===== config.mk =====
export PLATFORM = sky130hd
export DESIGN_NAME = ins_decoder_flat
export DESIGN_NICKNAME = d
export VERILOG_FILES = /design/src/rtl/ins_decoder_if.sv /design/src/rtl/ins_decoder.sv /design/src/flat_wrapper.sv
export SDC_FILE = /design/constraint.sdc
export NUM_CORES = 1
export LEC_CHECK = 0
export ABC_AREA = 1
export BUFFER_PORTS_ARGS = -buffer_cell sky130_fd_sc_hd__buf_2
export CAP_MARGIN = 20
export CELL_PAD_IN_SITES_DETAIL_PLACEMENT = 0
export CELL_PAD_IN_SITES_GLOBAL_PLACEMENT = 1
export CORE_ASPECT_RATIO = 0.5
export CORE_UTILIZATION = 34
export DETAILED_ROUTE_END_ITERATION = 8
export MAX_ROUTING_LAYER = met4
export PLACE_DENSITY = 0.8
export SYNTH_ARGS = -nofsm -noshare
export SYNTH_HDL_FRONTEND = slang
export SYNTH_SLANG_ARGS = --single-unit

===== constraint.sdc =====
create_clock -name clk -period 2.84 [get_ports clk]
set_input_delay 0.426 -clock clk [delete_from_list [all_inputs] [get_ports clk]]
set_output_delay 0.426 -clock clk [all_outputs]
set_load 0.05 [all_outputs]

===== src/rtl/ins_decoder_if.sv =====
// Instruction stream plus load/save command channels around ins_decoder.
// master = fetch FIFO and DDR units; slave = the decoder.
interface ins_decoder_if;
    logic        ins_valid;
    logic        ins_ready;
    logic [63:0] ins;

    logic        rd_valid;
    logic        rd_ready;
    logic [3:0]  rd_op;
    logic [2:0]  rd_layer;
    logic [15:0] rd_len;
    logic [31:0] rd_addr;
    logic        rd_done;

    logic        wr_valid;
    logic        wr_ready;
    logic [3:0]  wr_op;
    logic [2:0]  wr_layer;
    logic [15:0] wr_len;
    logic [31:0] wr_addr;
    logic        wr_done;

    modport master (
        output ins_valid, ins, rd_ready, rd_done, wr_ready, wr_done,
        input  ins_ready,
        input  rd_valid, rd_op, rd_layer, rd_len, rd_addr,
        input  wr_valid, wr_op, wr_layer, wr_len, wr_addr
    );

    modport slave (
        input  ins_valid, ins, rd_ready, rd_done, wr_ready, wr_done,
        output ins_ready,
        output rd_valid, rd_op, rd_layer, rd_len, rd_addr,
        output wr_valid, wr_op, wr_layer, wr_len, wr_addr
    );
endinterface


===== src/rtl/ins_decoder.sv =====
// Decodes 64-bit instruction words into load/save commands, tracks outstanding
// transfers per unit, enforces SYNC barriers and latches the first error seen.
module ins_decoder #(
    parameter int MAX_OUT = 4
) (
    input  logic         clk,
    input  logic         rst,
    ins_decoder_if.slave bus,
    output logic [2:0]   layer_type,
    output logic         busy,
    output logic         err,
    output logic [1:0]   err_code
);
    localparam int CW = $clog2(MAX_OUT + 1);
    localparam logic [CW-1:0] MAX_CNT = CW'(MAX_OUT);

    localparam logic [1:0] CLS_CFG  = 2'b00;
    localparam logic [1:0] CLS_RD   = 2'b01;
    localparam logic [1:0] CLS_WR   = 2'b10;
    localparam logic [3:0] SYNC_OP  = 4'b1111;

    localparam logic [2:0] LT_F_CONV = 3'b000;
    localparam logic [2:0] LT_LAST   = 3'b101;

    localparam logic [1:0] ERR_NONE  = 2'd0;
    localparam logic [1:0] ERR_OP    = 2'd1;
    localparam logic [1:0] ERR_UFLOW = 2'd2;
    localparam logic [1:0] ERR_LT    = 2'd3;

    typedef enum logic [1:0] {IDLE, ISSUE_RD, ISSUE_WR, SYNC} state_t;

    typedef struct packed {
        logic [3:0]  op;
        logic [2:0]  layer;
        logic [15:0] len;
        logic [31:0] addr;
    } cmd_t;

    function automatic logic rd_op_ok(input logic [3:0] o);
        return o inside {4'b0000, 4'b0001, 4'b0010, 4'b0100, 4'b0101, 4'b0110, 4'b0111};
    endfunction

    function automatic logic wr_op_ok(input logic [3:0] o);
        return o inside {4'b0000, 4'b0010, 4'b0011, 4'b0100, 4'b0101};
    endfunction

    state_t        state_q, state_d;
    cmd_t          rd_cmd_q, rd_cmd_d, wr_cmd_q, wr_cmd_d;
    logic          rd_vld_q, rd_vld_d, wr_vld_q, wr_vld_d;
    logic          rdy_q, rdy_d;
    logic          busy_q, busy_d;
    logic          err_q, err_d;
    logic [1:0]    code_q, code_d, dec_err;
    logic [2:0]    lt_q, lt_d;
    logic [CW-1:0] rd_cnt_q, rd_cnt_d, wr_cnt_q, wr_cnt_d;

    // instruction word fields
    logic [1:0]  ins_cls;
    logic [3:0]  ins_op;
    logic [2:0]  ins_lt;
    cmd_t        ins_cmd;
    logic        unused_rsvd;

    assign ins_cls     = bus.ins[63:62];
    assign ins_op      = bus.ins[61:58];
    assign ins_lt      = bus.ins[57:55];
    assign ins_cmd     = '{op: ins_op, layer: lt_q, len: bus.ins[47:32], addr: bus.ins[31:0]};
    assign unused_rsvd = ^bus.ins[54:48];

    // rdy_q is only ever high while the FSM sits in IDLE
    logic accept;
    assign accept = rdy_q & bus.ins_valid;

    logic rd_hs, wr_hs, rd_dec, wr_dec, rd_uflow, wr_uflow;
    assign rd_hs    = rd_vld_q & bus.rd_ready;
    assign wr_hs    = wr_vld_q & bus.wr_ready;
    // a done arriving with the handshake that refills the slot just cancels it out
    assign rd_dec   = bus.rd_done & ((rd_cnt_q != '0) | rd_hs);
    assign wr_dec   = bus.wr_done & ((wr_cnt_q != '0) | wr_hs);
    assign rd_uflow = bus.rd_done & (rd_cnt_q == '0) & ~rd_hs;
    assign wr_uflow = bus.wr_done & (wr_cnt_q == '0) & ~wr_hs;

    assign rd_cnt_d = rd_cnt_q + CW'(rd_hs) - CW'(rd_dec);
    assign wr_cnt_d = wr_cnt_q + CW'(wr_hs) - CW'(wr_dec);

    always_comb begin
        state_d  = state_q;
        rd_cmd_d = rd_cmd_q;
        wr_cmd_d = wr_cmd_q;
        lt_d     = lt_q;
        dec_err  = ERR_NONE;
        case (state_q)
            IDLE: begin
                if (accept) begin
                    case (ins_cls)
                        CLS_CFG: begin
                            if (ins_lt <= LT_LAST) lt_d = ins_lt;
                            else                   dec_err = ERR_LT;
                        end
                        CLS_RD: begin
                            if (rd_op_ok(ins_op)) begin
                                rd_cmd_d = ins_cmd;
                                state_d  = ISSUE_RD;
                            end else begin
                                dec_err = ERR_OP;
                            end
                        end
                        CLS_WR: begin
                            if (wr_op_ok(ins_op)) begin
                                wr_cmd_d = ins_cmd;
                                state_d  = ISSUE_WR;
                            end else begin
                                dec_err = ERR_OP;
                            end
                        end
                        default: begin
                            if (ins_op == SYNC_OP) state_d = SYNC;
                            else                   dec_err = ERR_OP;
                        end
                    endcase
                end
            end
            ISSUE_RD: if (rd_hs) state_d = IDLE;
            ISSUE_WR: if (wr_hs) state_d = IDLE;
            SYNC:     if ((rd_cnt_q == '0) && (wr_cnt_q == '0)) state_d = IDLE;
            default:  state_d = IDLE;
        endcase
    end

    // valid is withheld while the unit already has MAX_OUT transfers in flight
    always_comb begin
        rd_vld_d = (state_d == ISSUE_RD) && (rd_cnt_d < MAX_CNT);
        wr_vld_d = (state_d == ISSUE_WR) && (wr_cnt_d < MAX_CNT);
        rdy_d    = (state_d == IDLE);
        busy_d   = (state_d != IDLE) || (rd_cnt_d != '0) || (wr_cnt_d != '0);
    end

    // first error wins; instruction errors take precedence over a same-cycle underflow
    always_comb begin
        err_d  = err_q;
        code_d = code_q;
        if (!err_q) begin
            if (dec_err != ERR_NONE) begin
                err_d  = 1'b1;
                code_d = dec_err;
            end else if (rd_uflow || wr_uflow) begin
                err_d  = 1'b1;
                code_d = ERR_UFLOW;
            end
        end
    end

    always_ff @(posedge clk) begin
        if (!rst) begin
            state_q  <= IDLE;
            rdy_q    <= 1'b0;
            rd_vld_q <= 1'b0;
            wr_vld_q <= 1'b0;
            rd_cmd_q <= '0;
            wr_cmd_q <= '0;
            lt_q     <= LT_F_CONV;
            rd_cnt_q <= '0;
            wr_cnt_q <= '0;
            busy_q   <= 1'b0;
            err_q    <= 1'b0;
            code_q   <= ERR_NONE;
        end else begin
            state_q  <= state_d;
            rdy_q    <= rdy_d;
            rd_vld_q <= rd_vld_d;
            wr_vld_q <= wr_vld_d;
            rd_cmd_q <= rd_cmd_d;
            wr_cmd_q <= wr_cmd_d;
            lt_q     <= lt_d;
            rd_cnt_q <= rd_cnt_d;
            wr_cnt_q <= wr_cnt_d;
            busy_q   <= busy_d;
            err_q    <= err_d;
            code_q   <= code_d;
        end
    end

    assign bus.ins_ready = rdy_q;

    assign bus.rd_valid  = rd_vld_q;
    assign bus.rd_op     = rd_cmd_q.op;
    assign bus.rd_layer  = rd_cmd_q.layer;
    assign bus.rd_len    = rd_cmd_q.len;
    assign bus.rd_addr   = rd_cmd_q.addr;

    assign bus.wr_valid  = wr_vld_q;
    assign bus.wr_op     = wr_cmd_q.op;
    assign bus.wr_layer  = wr_cmd_q.layer;
    assign bus.wr_len    = wr_cmd_q.len;
    assign bus.wr_addr   = wr_cmd_q.addr;

    assign layer_type = lt_q;
    assign busy       = busy_q;
    assign err        = err_q;
    assign err_code   = code_q;
endmodule


===== src/flat_wrapper.sv =====
// flat-port wrapper written by rule: the top's interface ports become plain ports
module ins_decoder_flat 
#(
    parameter int MAX_OUT = 4
)
  (clk, rst, layer_type, busy, err, err_code, bus_ins_valid, bus_ins, bus_rd_ready, bus_rd_done, bus_wr_ready, bus_wr_done, bus_ins_ready, bus_rd_valid, bus_rd_op, bus_rd_layer, bus_rd_len, bus_rd_addr, bus_wr_valid, bus_wr_op, bus_wr_layer, bus_wr_len, bus_wr_addr);
  ins_decoder_if bus_i ();
  input  logic clk;
  input  logic rst;
  output logic [2:0] layer_type;
  output logic busy;
  output logic err;
  output logic [1:0] err_code;
  input wire logic [$bits(bus_i.ins_valid)-1:0] bus_ins_valid;
  input wire logic [$bits(bus_i.ins)-1:0] bus_ins;
  input wire logic [$bits(bus_i.rd_ready)-1:0] bus_rd_ready;
  input wire logic [$bits(bus_i.rd_done)-1:0] bus_rd_done;
  input wire logic [$bits(bus_i.wr_ready)-1:0] bus_wr_ready;
  input wire logic [$bits(bus_i.wr_done)-1:0] bus_wr_done;
  output wire logic [$bits(bus_i.ins_ready)-1:0] bus_ins_ready;
  output wire logic [$bits(bus_i.rd_valid)-1:0] bus_rd_valid;
  output wire logic [$bits(bus_i.rd_op)-1:0] bus_rd_op;
  output wire logic [$bits(bus_i.rd_layer)-1:0] bus_rd_layer;
  output wire logic [$bits(bus_i.rd_len)-1:0] bus_rd_len;
  output wire logic [$bits(bus_i.rd_addr)-1:0] bus_rd_addr;
  output wire logic [$bits(bus_i.wr_valid)-1:0] bus_wr_valid;
  output wire logic [$bits(bus_i.wr_op)-1:0] bus_wr_op;
  output wire logic [$bits(bus_i.wr_layer)-1:0] bus_wr_layer;
  output wire logic [$bits(bus_i.wr_len)-1:0] bus_wr_len;
  output wire logic [$bits(bus_i.wr_addr)-1:0] bus_wr_addr;
  assign bus_i.ins_valid = bus_ins_valid;
  assign bus_i.ins = bus_ins;
  assign bus_i.rd_ready = bus_rd_ready;
  assign bus_i.rd_done = bus_rd_done;
  assign bus_i.wr_ready = bus_wr_ready;
  assign bus_i.wr_done = bus_wr_done;
  assign bus_ins_ready = bus_i.ins_ready;
  assign bus_rd_valid = bus_i.rd_valid;
  assign bus_rd_op = bus_i.rd_op;
  assign bus_rd_layer = bus_i.rd_layer;
  assign bus_rd_len = bus_i.rd_len;
  assign bus_rd_addr = bus_i.rd_addr;
  assign bus_wr_valid = bus_i.wr_valid;
  assign bus_wr_op = bus_i.wr_op;
  assign bus_wr_layer = bus_i.wr_layer;
  assign bus_wr_len = bus_i.wr_len;
  assign bus_wr_addr = bus_i.wr_addr;
  ins_decoder #(.MAX_OUT(MAX_OUT)) u_core (.clk(clk), .rst(rst), .bus(bus_i), .layer_type(layer_type), .busy(busy), .err(err), .err_code(err_code));
endmodule

==> metrics.txt, run 1 <==
top-count cell post-synth dfxtp_1; HPWL Detailed 8470 um; Max FO, Critical Path 3; RSZ-0062 raised after global routing false; clock buffer depth 2; Critical Path AT 2.85 ns; post-synthesis sequential area ratio 53.84%; syn_nets 673; layout cells sized above 1 29.54%; die height 85.66 um; Fill cells 1376; DRT iter0 DRCs 225; # setup viols final 0; Hold Crit Start bus_ins[40]; routed len/inst 12.88 um; VDD IR max 0.3398 mV; Clock Latency Late Sink 0.40 ns; largest net degree at the start of global routing 89; min-delay worst type in2reg; hold path depth 3; Worst Clk Skew 0.007757 ns; first-pass GRT wire length 20270 um; port buffer count 183; FF+latch area 2562 um2; CTS root buf clkbuf_16; Overflow after GRT 0; CTS Hold Bufs 0; Hold Vio Cnt, Final 0; postcts setup bufs 0; fin nets 846; Synth Flop Type dfxtp_1; leakage power 0.003337 uW; Seq cells post-synth 128; crit path launch u_core.wr_cnt_q[0]; P&R area growth vs syn 35.17%; DRC viols 0; post-route cell area 6434 um2; antenna violations before repair 0; core area 13590 um2; Slew HR 47.01%; Initial Utilization 35.03%; Period minus WS final 2.574 ns; Critical Path RT 3.11 ns; final worst-path cycle share 90.62%; Mapped Cells 596; measured slew at the worst slew-check pin 0.7940 ns; number of flops mapped to enable cells by yosys 0; post-CTS sizing 0; max cap viols 0; ys async rst share 0%; cell taking the most area after synthesis dfxtp_1; placed cell areas 5812 um2; row count 30; Max Fclk 388.6 MHz; vias in the first global route 4202; FF-to-FF Start u_core.wr_cnt_q[0]; Yosys cell types 21; antenna viol nets, final 0; CTS buffer count 17; io pins 191; Total GRT Usage 18.09%; Worst Setup Start Kind register; FF-to-FF path depth 11; Synth top area share 53.84%; critical path type reg2reg; status completed; RePlAce Congestion 0.8016; Die ar. 14500 um2; number of detailed-route iterations in the first pass 4; Die Width 169.3 um; Avg Synthesized Cell Area 7.986 um2; via count 4419; Cell Pwr Density 768.8 nW/um2; vias per cell 4.537; synth cell count leaders dfxtp_1 (128), o21ai_0 (113), nor2_1 (78); synthesis warning total 0; multi-input gate area in the final layout 1778 um2; # diodes 0; max-slew violation count 0; TNS Setup 0 ns; Cell Area, Synth 4760 um2; Clk pin slew, worst setup/hold paths 0.06 ns; CTS tree yes; CP endpoint kind register; H-tree depth 4; # clock sinks 128; Synth area leaders dfxtp_1 (54%), o21ai_0 (12%), a21oi_1 (7.7%), nor2_1 (6.2%), inv_1 (5.0%); final WL 12550 um
## path summary, 6_finish.rpt
kind / slack (ns) / end
max: 0.27 / u_core.busy
min: 0.27 / u_core.bus.wr_len[8]
max reg2reg: 0.27 / u_core.busy
min reg2reg: 0.43 / u_core.bus.rd_op[3]
## where the power goes
| part | total (uW) | switching (uW) | internal, uW | leakage [uW] |
|---|---|---|---|---|
| registers | 1930 | 50.5 | 1880 | 0.00104 |
| clock network | 2250 | 819 | 1430 | 0.000288 |
| logic | 762 | 519 | 243 | 0.00201 |
| total | 4950 | 1390 | 3560 | 0.00334 |
## cell type report
cell class | count | area share [%]
Timing Repair Buffer | 191 | 15.36
Tap cell | 192 | 3.734
Clock buffer | 20 | 7.098
Inverter | 66 | 3.851
Sequential cell | 128 | 39.83
Clock inverter | 12 | 2.489
Multi-Input combinational cell | 365 | 27.64
## critical path, cell delays in order, from the launching register on
cell and delay [ns]:
dfxtp_1 0.33, nor3_2 0.24, nand2_1 0.07, nand2_1 0.06
inv_1 0.04, ha_1 0.26, inv_1 0.04, ha_1 0.20
fa_1 0.47, or2_2 0.31, nor4_1 0.30, a21oi_1 0.12
## state kept, by name (all words and copies together), names as in the netlist, 2 cells and up
signal               count
u_core.bus.rd_addr      32
u_core.bus.rd_layer      3
u_core.bus.rd_len       16
u_core.bus.rd_op         4
u_core.bus.wr_addr      32
u_core.bus.wr_layer      3
u_core.bus.wr_len       16
u_core.bus.wr_op         4
u_core.err_code          2
u_core.layer_type        3
u_core.rd_cnt_q          3
u_core.state_q           2
u_core.wr_cnt_q          3
## cell usage in the layout, fill, tap and decap left out, drive strengths merged
| master | synthesis | layout |
|---|---|---|
| a211oi | 2 | 2 |
| a21oi | 73 | 73 |
| buf | 20 | 191 |
| bufinv | 0 | 3 |
| clkbuf | 17 | 20 |
| clkinv | 0 | 5 |
| clkinvlp | 0 | 4 |
| dfxtp | 128 | 128 |
| fa | 2 | 2 |
| ha | 4 | 4 |
| inv | 66 | 66 |
| nand2 | 47 | 47 |
| nand3 | 8 | 8 |
| nor2 | 81 | 81 |
| nor3 | 30 | 30 |
| nor4 | 1 | 1 |
| o21ai | 113 | 113 |
| or2 | 1 | 1 |
| xor2 | 3 | 3 |
## per-layer routing
layer	wire length, um	track usage [%]	vias to the layer above
met5	0	-	-
met4	111	4.586	0
met3	530	4.661	10
met2	6081	30.23	90
met1	5826	21.87	2031
li1	-	-	2288
## metrics by stage
stage / instances / hold WS, ns / util (%) / setup WS (ns) / total power (uW)
global placement: 942 / 0.4191 / 42.77 / 0.2791 / 2716
floorplan: 596 / 0.5609 / - / 0.3100 / 2523
global route: 974 / 0.2585 / 47.35 / 0.07623 / 5196
finish: 974 / 0.2684 / 47.35 / 0.2665 / 4946
CTS: 974 / 0.2536 / 47.31 / 0.1580 / 4996
detailed placement: 942 / 0.4222 / 42.77 / 0.1604 / 2733
## kinds of logic after synthesis
group                      Yosys count  share of synthesized area [%]
AOI/OAI and AO/OA                  188                          19.87
xor gates and xnor gates             3                         0.5522
adders and majority gates            6                          1.893
buffers and inverters              103                          8.912
DFF                                128                          53.84
and+or+nand+nor                    168                          14.93
(Power assumes the default switching activity.)
==> run 2, diff against run 1 <==
- BUFFER_PORTS_ARGS: -buffer_cell sky130_fd_sc_hd__buf_2 -> default
- CORE_UTILIZATION: 34 -> 44
- DONT_BUFFER_PORTS: default -> 1
- PLACE_DENSITY: 0.8 -> 0.79
==> run 2 against run 1 <==
- sequential power up 9%
- die area down 22%
- total power down 3.4%
- routed wire length down 9.7%
- design area down 16%
- sequential cell count unchanged
- register-to-register slack worse by 0.03 ns
- worst hold slack worse by 0.11 ns
- first-iteration DRC count down 26%
- highest routed layer unchanged
- final cell count down 24%
- clock-buffer cell count down 2
==> metrics.txt, run 2 (synthesis results as in run 1) <==
# diodes 0 (unchanged); Worst Setup Start Kind register (unchanged); clock buffer depth 2 (unchanged); final WL 11340 um (was 12550 um); Period minus WS final 2.604 ns (was 2.574 ns); Max Fclk 384.1 MHz (was 388.6 MHz); VDD IR max 0.3375 mV (was 0.3398 mV); P&R area growth vs syn 14.17% (was 35.17%); status completed (unchanged); max-slew violation count 0 (unchanged); Overflow after GRT 0 (unchanged); hold path depth 2 (was 3); Slew HR 51.92% (was 47.01%); TNS Setup 0 ns (unchanged); # clock sinks 128 (unchanged); hold endpoint u_core.bus.wr_len[12] (was u_core.bus.wr_len[8]); FF-to-FF Start u_core.wr_cnt_q[0] (unchanged); Die Width 149.1 um (was 169.3 um); layout cells sized above 1 8.167% (was 29.54%); RePlAce Congestion 0.7955 (was 0.8016); leakage power 0.002431 uW (was 0.003337 uW); largest net degree at the start of global routing 120 (was 89); die height 75.55 um (was 85.66 um); postcts setup bufs 0 (unchanged); final core utilization 52.53% (was 47.35%); DRC viols 0 (unchanged); number of detailed-route iterations in the first pass 5 (was 4); FF-to-FF path depth 11 (unchanged); port buffer count 0 (was 183); CTS tree yes (unchanged); final setup margin 0.2362 ns (was 0.2665 ns); Hold Vio Cnt, Final 0 (unchanged); leading cell type in the layout, fill and taps excluded dfxtp_1 (was buf_2); vias in the first global route 3474 (was 4202); first-pass GRT wire length 17640 um (was 20270 um); max cap viols 0 (unchanged); most frequent cells in the layout dfxtp_1 (128), o21ai_0 (113), nor2_1 (78) (was buf_2 (183), dfxtp_1 (128), o21ai_0 (113)); Die ar. 11260 um2 (was 14500 um2); Clk pin slew, worst setup/hold paths 0.06 ns (about the same); final worst-path cycle share 91.68% (was 90.62%); CTS root buf clkbuf_16 (unchanged); Worst Clk Skew 0.007942 ns (was 0.007757 ns); # setup viols final 0 (unchanged); Total GRT Usage 21.17% (was 18.09%); antenna violations before repair 0 (unchanged); HPWL Detailed 7321 um (was 8470 um); internal reg-to-reg setup slack 0.24 ns (was 0.27 ns); Critical Path AT 2.89 ns (was 2.85 ns); CTS Hold Bufs 0 (unchanged); routed len/inst 15.32 um (was 12.88 um); measured slew at the worst slew-check pin 0.7205 ns (was 0.7940 ns); Critical Path RT 3.12 ns (was 3.11 ns); Initial Utilization 46.01% (was 35.03%); H-tree depth 4 (unchanged); RSZ-0062 raised after global routing false (unchanged); CTS buffer count 17 (unchanged); vias per cell 5.154 (was 4.537); row count 26 (was 30); via count 3814 (was 4419); io pins 191 (unchanged); antenna viol nets, final 0 (unchanged); critical path type reg2reg (unchanged); post-CTS sizing 0 (unchanged); core area 10340 um2 (was 13590 um2); fin nets 664 (was 846); DRT iter0 DRCs 167 (was 225); Clock Latency Late Sink 0.40 ns (about the same); Cell Pwr Density 879.0 nW/um2 (was 768.8 nW/um2); R2R Path End u_core.busy (unchanged); Max FO, Critical Path 2 (was 3); Hold Crit Start bus_ins[44] (was bus_ins[40]); pre-CTS setup slack 0.2699 ns (was 0.1604 ns); min-delay worst type in2reg (unchanged); CP endpoint kind register (unchanged)
## run 2: cell types whose count changed in the layout (fill, tap and decap cells not counted), sizes merged
cell,change
buf,-182
inv,+4
clkbuf,-2
bufinv,-1
clkinvlp,-1
## run 2: layer usage
layer / routed length, um / vias to the layer above / global-route usage, %
met4: 188 / 0 / 10.20
met3: 869 / 21 / 7.425
li1: - / 1934 / -
met1: 5097 / 1737 / 24.77
met2: 5183 / 122 / 33.02
met5: 0 / - / -
## run 2: how the worst max path moves through the flow
stage	start	endpoint	slack (ns)
4_1_cts	u_core.wr_cnt_q[0]	u_core.busy	0.25
5_1_grt	u_core.wr_cnt_q[0]	u_core.busy	0.17
3_3_place_gp	u_core.wr_cnt_q[0]	u_core.busy	0.35
6_report	u_core.wr_cnt_q[0]	u_core.busy	0.24
2_1_floorplan	u_core.bus.wr_valid	u_core.busy	0.31
3_5_place_dp	u_core.wr_cnt_q[0]	u_core.busy	0.27
## run 2: critical path, cell delays in order, from the launching register on
cell     delay, ns
dfxtp_1       0.31
nor3_1        0.25
nand2_1       0.08
nand2_1       0.06
inv_1         0.04
ha_1          0.26
inv_1         0.04
ha_1          0.21
fa_1          0.49
or2_2         0.32
nor4_1        0.32
a21oi_1       0.11
## run 2: stage by stage
stage          cells  instance area (um2)  hold slack, ns  total power [uW]
2_1_floorplan    596                 4760          0.5609              2523
3_3_place_gp     708                 4838          0.5381              2622
3_5_place_dp     708                 4838          0.5426              2632
5_1_grt          740                 5434          0.1409              4986
4_1_cts          740                 5434          0.1235              4813
6_report         740                 5434          0.1540              4776
## run 2: area by class of cell
type,count,area (um2)
clock buffers,18,439.2
clock inverters,14,156.4
fillers,1009,4911
inverters,66,247.7
multi-input cells,365,1773
flip-flops and latches,128,2562
well taps,140,175.2
repair buffers,9,80.08
## run 2: where the power goes
part	switching, uW	internal, uW
sequential	223	1880
clock	836	1330
combinational	310	196
